==> src/rtl/wb_arbiter_if.sv <==
// wb_arbiter_if
//   Bundles the three Wishbone ports of the cache/memory arbiter.
//   I_*  instruction-cache master port (request in, ACK/RTY/DAT_S out)
//   D_*  data-cache master port        (request in, ACK/RTY/DAT_S out)
//   M_*  memory-side port              (request out, ACK/RTY/DAT_S in)
//   modport slave  : the arbiter's view (it is the slave of both caches)
//   modport master : the surrounding environment's view
interface wb_arbiter_if #(
    parameter int ADDR_W = 28,
    parameter int DATA_W = 128
);
    localparam int SEL_W = DATA_W / 8;

    logic              I_CYC, I_STB, I_WE;
    logic [ADDR_W-1:0] I_ADR;
    logic [DATA_W-1:0] I_DAT_M;
    logic [SEL_W-1:0]  I_SEL;
    logic              I_ACK, I_RTY;
    logic [DATA_W-1:0] I_DAT_S;

    logic              D_CYC, D_STB, D_WE;
    logic [ADDR_W-1:0] D_ADR;
    logic [DATA_W-1:0] D_DAT_M;
    logic [SEL_W-1:0]  D_SEL;
    logic              D_ACK, D_RTY;
    logic [DATA_W-1:0] D_DAT_S;

    logic              M_CYC, M_STB, M_WE;
    logic [ADDR_W-1:0] M_ADR;
    logic [DATA_W-1:0] M_DAT_M;
    logic [SEL_W-1:0]  M_SEL;
    logic              M_ACK, M_RTY;
    logic [DATA_W-1:0] M_DAT_S;

    modport slave (
        input  I_CYC, I_STB, I_WE, I_ADR, I_DAT_M, I_SEL,
        output I_ACK, I_RTY, I_DAT_S,
        input  D_CYC, D_STB, D_WE, D_ADR, D_DAT_M, D_SEL,
        output D_ACK, D_RTY, D_DAT_S,
        output M_CYC, M_STB, M_WE, M_ADR, M_DAT_M, M_SEL,
        input  M_ACK, M_RTY, M_DAT_S
    );

    modport master (
        output I_CYC, I_STB, I_WE, I_ADR, I_DAT_M, I_SEL,
        input  I_ACK, I_RTY, I_DAT_S,
        output D_CYC, D_STB, D_WE, D_ADR, D_DAT_M, D_SEL,
        input  D_ACK, D_RTY, D_DAT_S,
        input  M_CYC, M_STB, M_WE, M_ADR, M_DAT_M, M_SEL,
        output M_ACK, M_RTY, M_DAT_S
    );
endinterface

==> src/rtl/wb_arbiter.sv <==
// wb_arbiter
//   Merges the instruction- and data-cache Wishbone masters onto one memory
//   port, one transaction at a time. Simultaneous requests are granted to
//   the master not served last. The granted master's request is muxed onto
//   M_* combinationally; M_ACK/M_RTY are routed back only to it.
//   Ports:
//     CLK  clock, rising edge
//     RST  asynchronous active-high reset
//     bus  wb_arbiter_if.slave (I_*, D_* cache ports, M_* memory port)
module wb_arbiter #(
    parameter int ADDR_W = 28,
    parameter int DATA_W = 128
) (
    input  logic         CLK,
    input  logic         RST,
    wb_arbiter_if.slave  bus
);
    localparam int SEL_W = DATA_W / 8;

    typedef enum logic [1:0] {IDLE, GRANT_I, GRANT_D} state_t;

    state_t state, state_nxt;
    logic   last_d, last_d_nxt;   // 1: D was served most recently

    logic i_req, d_req;
    assign i_req = bus.I_CYC & bus.I_STB;
    assign d_req = bus.D_CYC & bus.D_STB;

    always_ff @(posedge CLK or posedge RST) begin
        if (RST) begin
            state  <= IDLE;
            last_d <= 1'b0;   // I counts as last served, so a tie goes to D
        end else begin
            state  <= state_nxt;
            last_d <= last_d_nxt;
        end
    end

    always_comb begin
        state_nxt  = state;
        last_d_nxt = last_d;
        case (state)
            IDLE: begin
                if (i_req && (!d_req || last_d)) begin
                    state_nxt  = GRANT_I;
                    last_d_nxt = 1'b0;
                end else if (d_req) begin
                    state_nxt  = GRANT_D;
                    last_d_nxt = 1'b1;
                end
            end
            // Completion (ACK/RTY) or abort (CYC dropped) ends the grant;
            // IDLE always lasts at least one cycle before the next grant.
            GRANT_I: if (bus.M_ACK || bus.M_RTY || !bus.I_CYC) state_nxt = IDLE;
            GRANT_D: if (bus.M_ACK || bus.M_RTY || !bus.D_CYC) state_nxt = IDLE;
            default: state_nxt = IDLE;
        endcase
    end

    // Request mux and response routing; everything is zero in IDLE, and
    // reset forces IDLE asynchronously so outputs drop immediately.
    logic              m_cyc, m_stb, m_we;
    logic [ADDR_W-1:0] m_adr;
    logic [DATA_W-1:0] m_dat;
    logic [SEL_W-1:0]  m_sel;

    always_comb begin
        m_cyc     = 1'b0;
        m_stb     = 1'b0;
        m_we      = 1'b0;
        m_adr     = '0;
        m_dat     = '0;
        m_sel     = '0;
        bus.I_ACK = 1'b0;
        bus.I_RTY = 1'b0;
        bus.D_ACK = 1'b0;
        bus.D_RTY = 1'b0;
        case (state)
            GRANT_I: begin
                m_cyc     = bus.I_CYC;
                m_stb     = bus.I_STB;
                m_we      = bus.I_WE;
                m_adr     = bus.I_ADR;
                m_dat     = bus.I_DAT_M;
                m_sel     = bus.I_SEL;
                bus.I_ACK = bus.M_ACK;
                bus.I_RTY = bus.M_RTY;
            end
            GRANT_D: begin
                m_cyc     = bus.D_CYC;
                m_stb     = bus.D_STB;
                m_we      = bus.D_WE;
                m_adr     = bus.D_ADR;
                m_dat     = bus.D_DAT_M;
                m_sel     = bus.D_SEL;
                bus.D_ACK = bus.M_ACK;
                bus.D_RTY = bus.M_RTY;
            end
            default: ;
        endcase
    end

    assign bus.M_CYC   = m_cyc;
    assign bus.M_STB   = m_stb;
    assign bus.M_WE    = m_we;
    assign bus.M_ADR   = m_adr;
    assign bus.M_DAT_M = m_dat;
    assign bus.M_SEL   = m_sel;

    // Read data is broadcast; each master qualifies it with its own ACK.
    assign bus.I_DAT_S = bus.M_DAT_S;
    assign bus.D_DAT_S = bus.M_DAT_S;
endmodule

==> src/flat_wrapper.sv <==
// flat-port wrapper written by rule: the top's interface ports become plain ports
module wb_arbiter_flat 
#(
    parameter int ADDR_W = 28,
    parameter int DATA_W = 128
)
  (CLK, RST, bus_I_CYC, bus_I_STB, bus_I_WE, bus_I_ADR, bus_I_DAT_M, bus_I_SEL, bus_I_ACK, bus_I_RTY, bus_I_DAT_S, bus_D_CYC, bus_D_STB, bus_D_WE, bus_D_ADR, bus_D_DAT_M, bus_D_SEL, bus_D_ACK, bus_D_RTY, bus_D_DAT_S, bus_M_CYC, bus_M_STB, bus_M_WE, bus_M_ADR, bus_M_DAT_M, bus_M_SEL, bus_M_ACK, bus_M_RTY, bus_M_DAT_S);
  wb_arbiter_if #(.ADDR_W(ADDR_W), .DATA_W(DATA_W)) bus_i ();
  input  logic CLK;
  input  logic RST;
  input wire logic [$bits(bus_i.I_CYC)-1:0] bus_I_CYC;
  input wire logic [$bits(bus_i.I_STB)-1:0] bus_I_STB;
  input wire logic [$bits(bus_i.I_WE)-1:0] bus_I_WE;
  input wire logic [$bits(bus_i.I_ADR)-1:0] bus_I_ADR;
  input wire logic [$bits(bus_i.I_DAT_M)-1:0] bus_I_DAT_M;
  input wire logic [$bits(bus_i.I_SEL)-1:0] bus_I_SEL;
  output wire logic [$bits(bus_i.I_ACK)-1:0] bus_I_ACK;
  output wire logic [$bits(bus_i.I_RTY)-1:0] bus_I_RTY;
  output wire logic [$bits(bus_i.I_DAT_S)-1:0] bus_I_DAT_S;
  input wire logic [$bits(bus_i.D_CYC)-1:0] bus_D_CYC;
  input wire logic [$bits(bus_i.D_STB)-1:0] bus_D_STB;
  input wire logic [$bits(bus_i.D_WE)-1:0] bus_D_WE;
  input wire logic [$bits(bus_i.D_ADR)-1:0] bus_D_ADR;
  input wire logic [$bits(bus_i.D_DAT_M)-1:0] bus_D_DAT_M;
  input wire logic [$bits(bus_i.D_SEL)-1:0] bus_D_SEL;
  output wire logic [$bits(bus_i.D_ACK)-1:0] bus_D_ACK;
  output wire logic [$bits(bus_i.D_RTY)-1:0] bus_D_RTY;
  output wire logic [$bits(bus_i.D_DAT_S)-1:0] bus_D_DAT_S;
  output wire logic [$bits(bus_i.M_CYC)-1:0] bus_M_CYC;
  output wire logic [$bits(bus_i.M_STB)-1:0] bus_M_STB;
  output wire logic [$bits(bus_i.M_WE)-1:0] bus_M_WE;
  output wire logic [$bits(bus_i.M_ADR)-1:0] bus_M_ADR;
  output wire logic [$bits(bus_i.M_DAT_M)-1:0] bus_M_DAT_M;
  output wire logic [$bits(bus_i.M_SEL)-1:0] bus_M_SEL;
  input wire logic [$bits(bus_i.M_ACK)-1:0] bus_M_ACK;
  input wire logic [$bits(bus_i.M_RTY)-1:0] bus_M_RTY;
  input wire logic [$bits(bus_i.M_DAT_S)-1:0] bus_M_DAT_S;
  assign bus_i.I_CYC = bus_I_CYC;
  assign bus_i.I_STB = bus_I_STB;
  assign bus_i.I_WE = bus_I_WE;
  assign bus_i.I_ADR = bus_I_ADR;
  assign bus_i.I_DAT_M = bus_I_DAT_M;
  assign bus_i.I_SEL = bus_I_SEL;
  assign bus_I_ACK = bus_i.I_ACK;
  assign bus_I_RTY = bus_i.I_RTY;
  assign bus_I_DAT_S = bus_i.I_DAT_S;
  assign bus_i.D_CYC = bus_D_CYC;
  assign bus_i.D_STB = bus_D_STB;
  assign bus_i.D_WE = bus_D_WE;
  assign bus_i.D_ADR = bus_D_ADR;
  assign bus_i.D_DAT_M = bus_D_DAT_M;
  assign bus_i.D_SEL = bus_D_SEL;
  assign bus_D_ACK = bus_i.D_ACK;
  assign bus_D_RTY = bus_i.D_RTY;
  assign bus_D_DAT_S = bus_i.D_DAT_S;
  assign bus_M_CYC = bus_i.M_CYC;
  assign bus_M_STB = bus_i.M_STB;
  assign bus_M_WE = bus_i.M_WE;
  assign bus_M_ADR = bus_i.M_ADR;
  assign bus_M_DAT_M = bus_i.M_DAT_M;
  assign bus_M_SEL = bus_i.M_SEL;
  assign bus_i.M_ACK = bus_M_ACK;
  assign bus_i.M_RTY = bus_M_RTY;
  assign bus_i.M_DAT_S = bus_M_DAT_S;
  wb_arbiter #(.ADDR_W(ADDR_W), .DATA_W(DATA_W)) u_core (.CLK(CLK), .RST(RST), .bus(bus_i));
endmodule
==> config.mk <==
export PLATFORM = sky130hd
export DESIGN_NAME = wb_arbiter_flat
export DESIGN_NICKNAME = d
export VERILOG_FILES = /design/src/rtl/wb_arbiter_if.sv /design/src/rtl/wb_arbiter.sv /design/src/flat_wrapper.sv
export SDC_FILE = /design/constraint.sdc
export NUM_CORES = 1
export LEC_CHECK = 0
export CAP_MARGIN = 20
export CORE_AREA = 2 2 354 356
export CTS_CLUSTER_DIAMETER = 100
export DETAILED_ROUTE_END_ITERATION = 16
export DIE_AREA = 0 0 356 358
export PLACE_DENSITY_LB_ADDON = 0.2
export SLEW_MARGIN = 20
export SYNTH_ARGS = -nofsm -noshare
export SYNTH_HDL_FRONTEND = slang
export SYNTH_SLANG_ARGS = --single-unit
==> constraint.sdc <==
create_clock -name CLK -period 4 [get_ports CLK]
set_clock_uncertainty 0.15 [all_clocks]
set_input_delay 0.4 -clock CLK [delete_from_list [all_inputs] [get_ports CLK]]
set_output_delay 0.4 -clock CLK [all_outputs]
set_load 0.03 [all_outputs]
==> out/results.ini <==
[power_and_ir_drop]
p_int_mw = 2.210
switching_share_pct = 60.97
pwr-share-clk_pct = 2.8
p_per_area_nw_per_um2 = 557.3
ir_worst_vdd_mv = 0.2867
combPwrFrac_pct = 96.1
p_seq_share_pct = 1.1
leakage_nw = 2.843
fin_total_pwr_mw = 5.662
power.net_switching_mw = 3.452

[clock_network]
cts_buffers = 3
htreeDepth = 1
clkTransAtPathRegs_ps = 30
ctsResizeCount = 0
cts_max_path_buffers = 2
hold_buffers = 0
tritoncts = built
cts.sinks = 3
postCtsSetupBuffers = 0
clock_latency_ps = 220
cts-root-buf = clkbuf_16

[timing]
fin_tns_setup_ps = 0
rsz0062_at_grt = no
fin_crit_sh_pct = 90.27
setup_viol = 0
timing.final.ws_setup_ps = 389.3
slew_headroom_pct = 50.00
hold_viol_final = 0
period_needed_ps = 3611
finalMaxSlewViolations = 0
max_freq_mhz = 277.0
tightest_slew_ps = 750.0

[routing]
routed.top_layer = met5
routed_wl_mm = 58.82
wl_met1_mm = 23.55
dr_wl_met2_mm = 27.49
dr.pass1.iters = 4
post_drt_wl_per_cell_um = 22.91
vias_per_cell = 2.354
drc = 0
dr_wl_met3_mm = 6.499
ant_nets = 0
first_iter_violations = 310
vias = 6042

[flow_run]
drv_cap = 0

[finish]
nFillCells = 14525
layout-drive-gt1-share_pct = 8.954
layout_common_cells = clkdlybuf4s50_1, nor2b_1, a22oi_1
fin_util_pct = 8.239
area_delta_synth_final_pct = 108.4
layout.nets = 1413
final_common_cell = clkdlybuf4s50_1

[die]
ios = 917
num_rows = 129
die_x_um = 356
initial_core_util_pct = 3.954
coreArea_um2 = 123300
die_y_um = 358
die_area_um2 = 127400

[critical_path]
crit_required_ps = 3450
worstSetupEndpointType = primary output
cp-start-kind = register
path_class = register to primary output
crit_fanout = 38
crit_path_max_incr_delay_ps = 740
crit_buf_inv = 4
crit_family = buffers and inverters
slowest_stage = clkdlybuf4s50_1
cp_cell_sequence = inv_1 -> ha_4 -> buf_12 -> buf_4 -> a22oi_1 -> nor2b_1 -> clkdlybuf4s50_1
arrival_ps = 3060

[yosys]
synth_edf_count = 0
yosysTopAreaCell = buf_4
synth_seq_cells = 3
synth.top_cell.area_share_pct = 41.42
synth_nets = 1177
synth_area_um2 = 4876
ys_warn_count = 0
synthCells = 692
postSynthAreaPerCell_um2 = 7.046
ys_top_cells_by_area = buf_4, a22oi_1, nor2b_1, buf_2, dfrtp_1
synthFlopType = dfrtp_1
ys_seq_area_share_pct = 1.540
yosysUniqueCellTypes = 19
ys_async_sr_fraction_pct = 100.0

[placed_design]
place_ws_ps = 625.3
gp_congestion = 0.7714
dp_hpwl_mm = 53.35
io_buffers = 532

[worst_hold_path]
holdCritPathClass = primary input to async pin

[global_routing]
grt_pass1_vias = 6601
grt.total_usage_pct = 8.588
grt_max_degree = 77
grt_pass1_wl_mm = 72.06
grt_overflow = 0
grt_antenna_before_repair = 21

[status]
status = finished clean

metrics by stage:
| step | cells | hold slack, ps | area [um2] |
|---|---|---|---|
| after floorplan | 692 | 3.644 | 4876 |
| after global placement | 2560 | 398.4 | 10070 |
| after detailed placement | 2560 | 422.9 | 10070 |
| after CTS | 2564 | 243.5 | 10150 |
| after global routing | 2565 | 274.6 | 10150 |
| final | 2567 | 250.2 | 10160 |
power groups by stage:
stage               logic, mW  registers (mW)  clock network [mW]
detailed placement       5.68          0.0640                   0
floorplan                3.29          0.0533                   0
global route             5.85          0.0650               0.164
CTS                      5.70          0.0632               0.163
global placement         5.63          0.0639                   0
finish                   5.44          0.0628               0.160
synthesized netlist by cell type, types with 3 or more instances:
library cell  number
ha_1               3
nor2b_1          175
inv_1              3
dfrtp_1            3
buf_4            269
nand3_1            3
and2_1             4
clkbuf_1          19
buf_2             27
a22oi_1          174
flip-flops by register name, summed over array words and instances, names as in the netlist:
register and cells:
u_core.last_d 1, u_core.state 2
layout make-up:
type	instances	area (um2)	share of cell area [%]
antenna	3	7.507	0.07389
clock buffer	4	78.83	0.7759
inverter	3	11.26	0.1108
multi-input combinational	371	2601	25.60
sequential	3	75.07	0.7389
tap	1637	2048	20.16
timing repair buffer	546	5338	52.54
logic make-up after synthesis:
group	after synthesis	synth area share, %
DFF	3	1.540
AOI/OAI and AO/OA	180	27.84
and+or+nand+nor	188	23.97
buffers and inverters	318	45.88
adders and majority gates	3	0.7699
final timing paths:
| path | to | cells past startpoint | startpoint | slack [ps] |
|---|---|---|---|---|
| setup / recovery | bus_M_ADR[23] | 7 | u_core.state[0] | 390 |
| hold / removal | u_core.last_d | 2 | RST | 250 |
| setup reg to reg | u_core.state[0] | 6 | u_core.state[1] | 1810 |
| hold reg to reg | u_core.last_d | 1 | u_core.last_d | 430 |
| max in group asynchronous | u_core.state[0] | 2 | RST | 3300 |
| min in group CLK | u_core.last_d | 1 | u_core.last_d | 430 |
layer usage:
metal  up-vias  GRT usage, %
met5         -             0
met4        16         1.570
met3        99         3.277
met2       552         14.74
met1      2770         10.19
li1       2605             -
No activity file was read; power rests on OpenSTA's default activity.
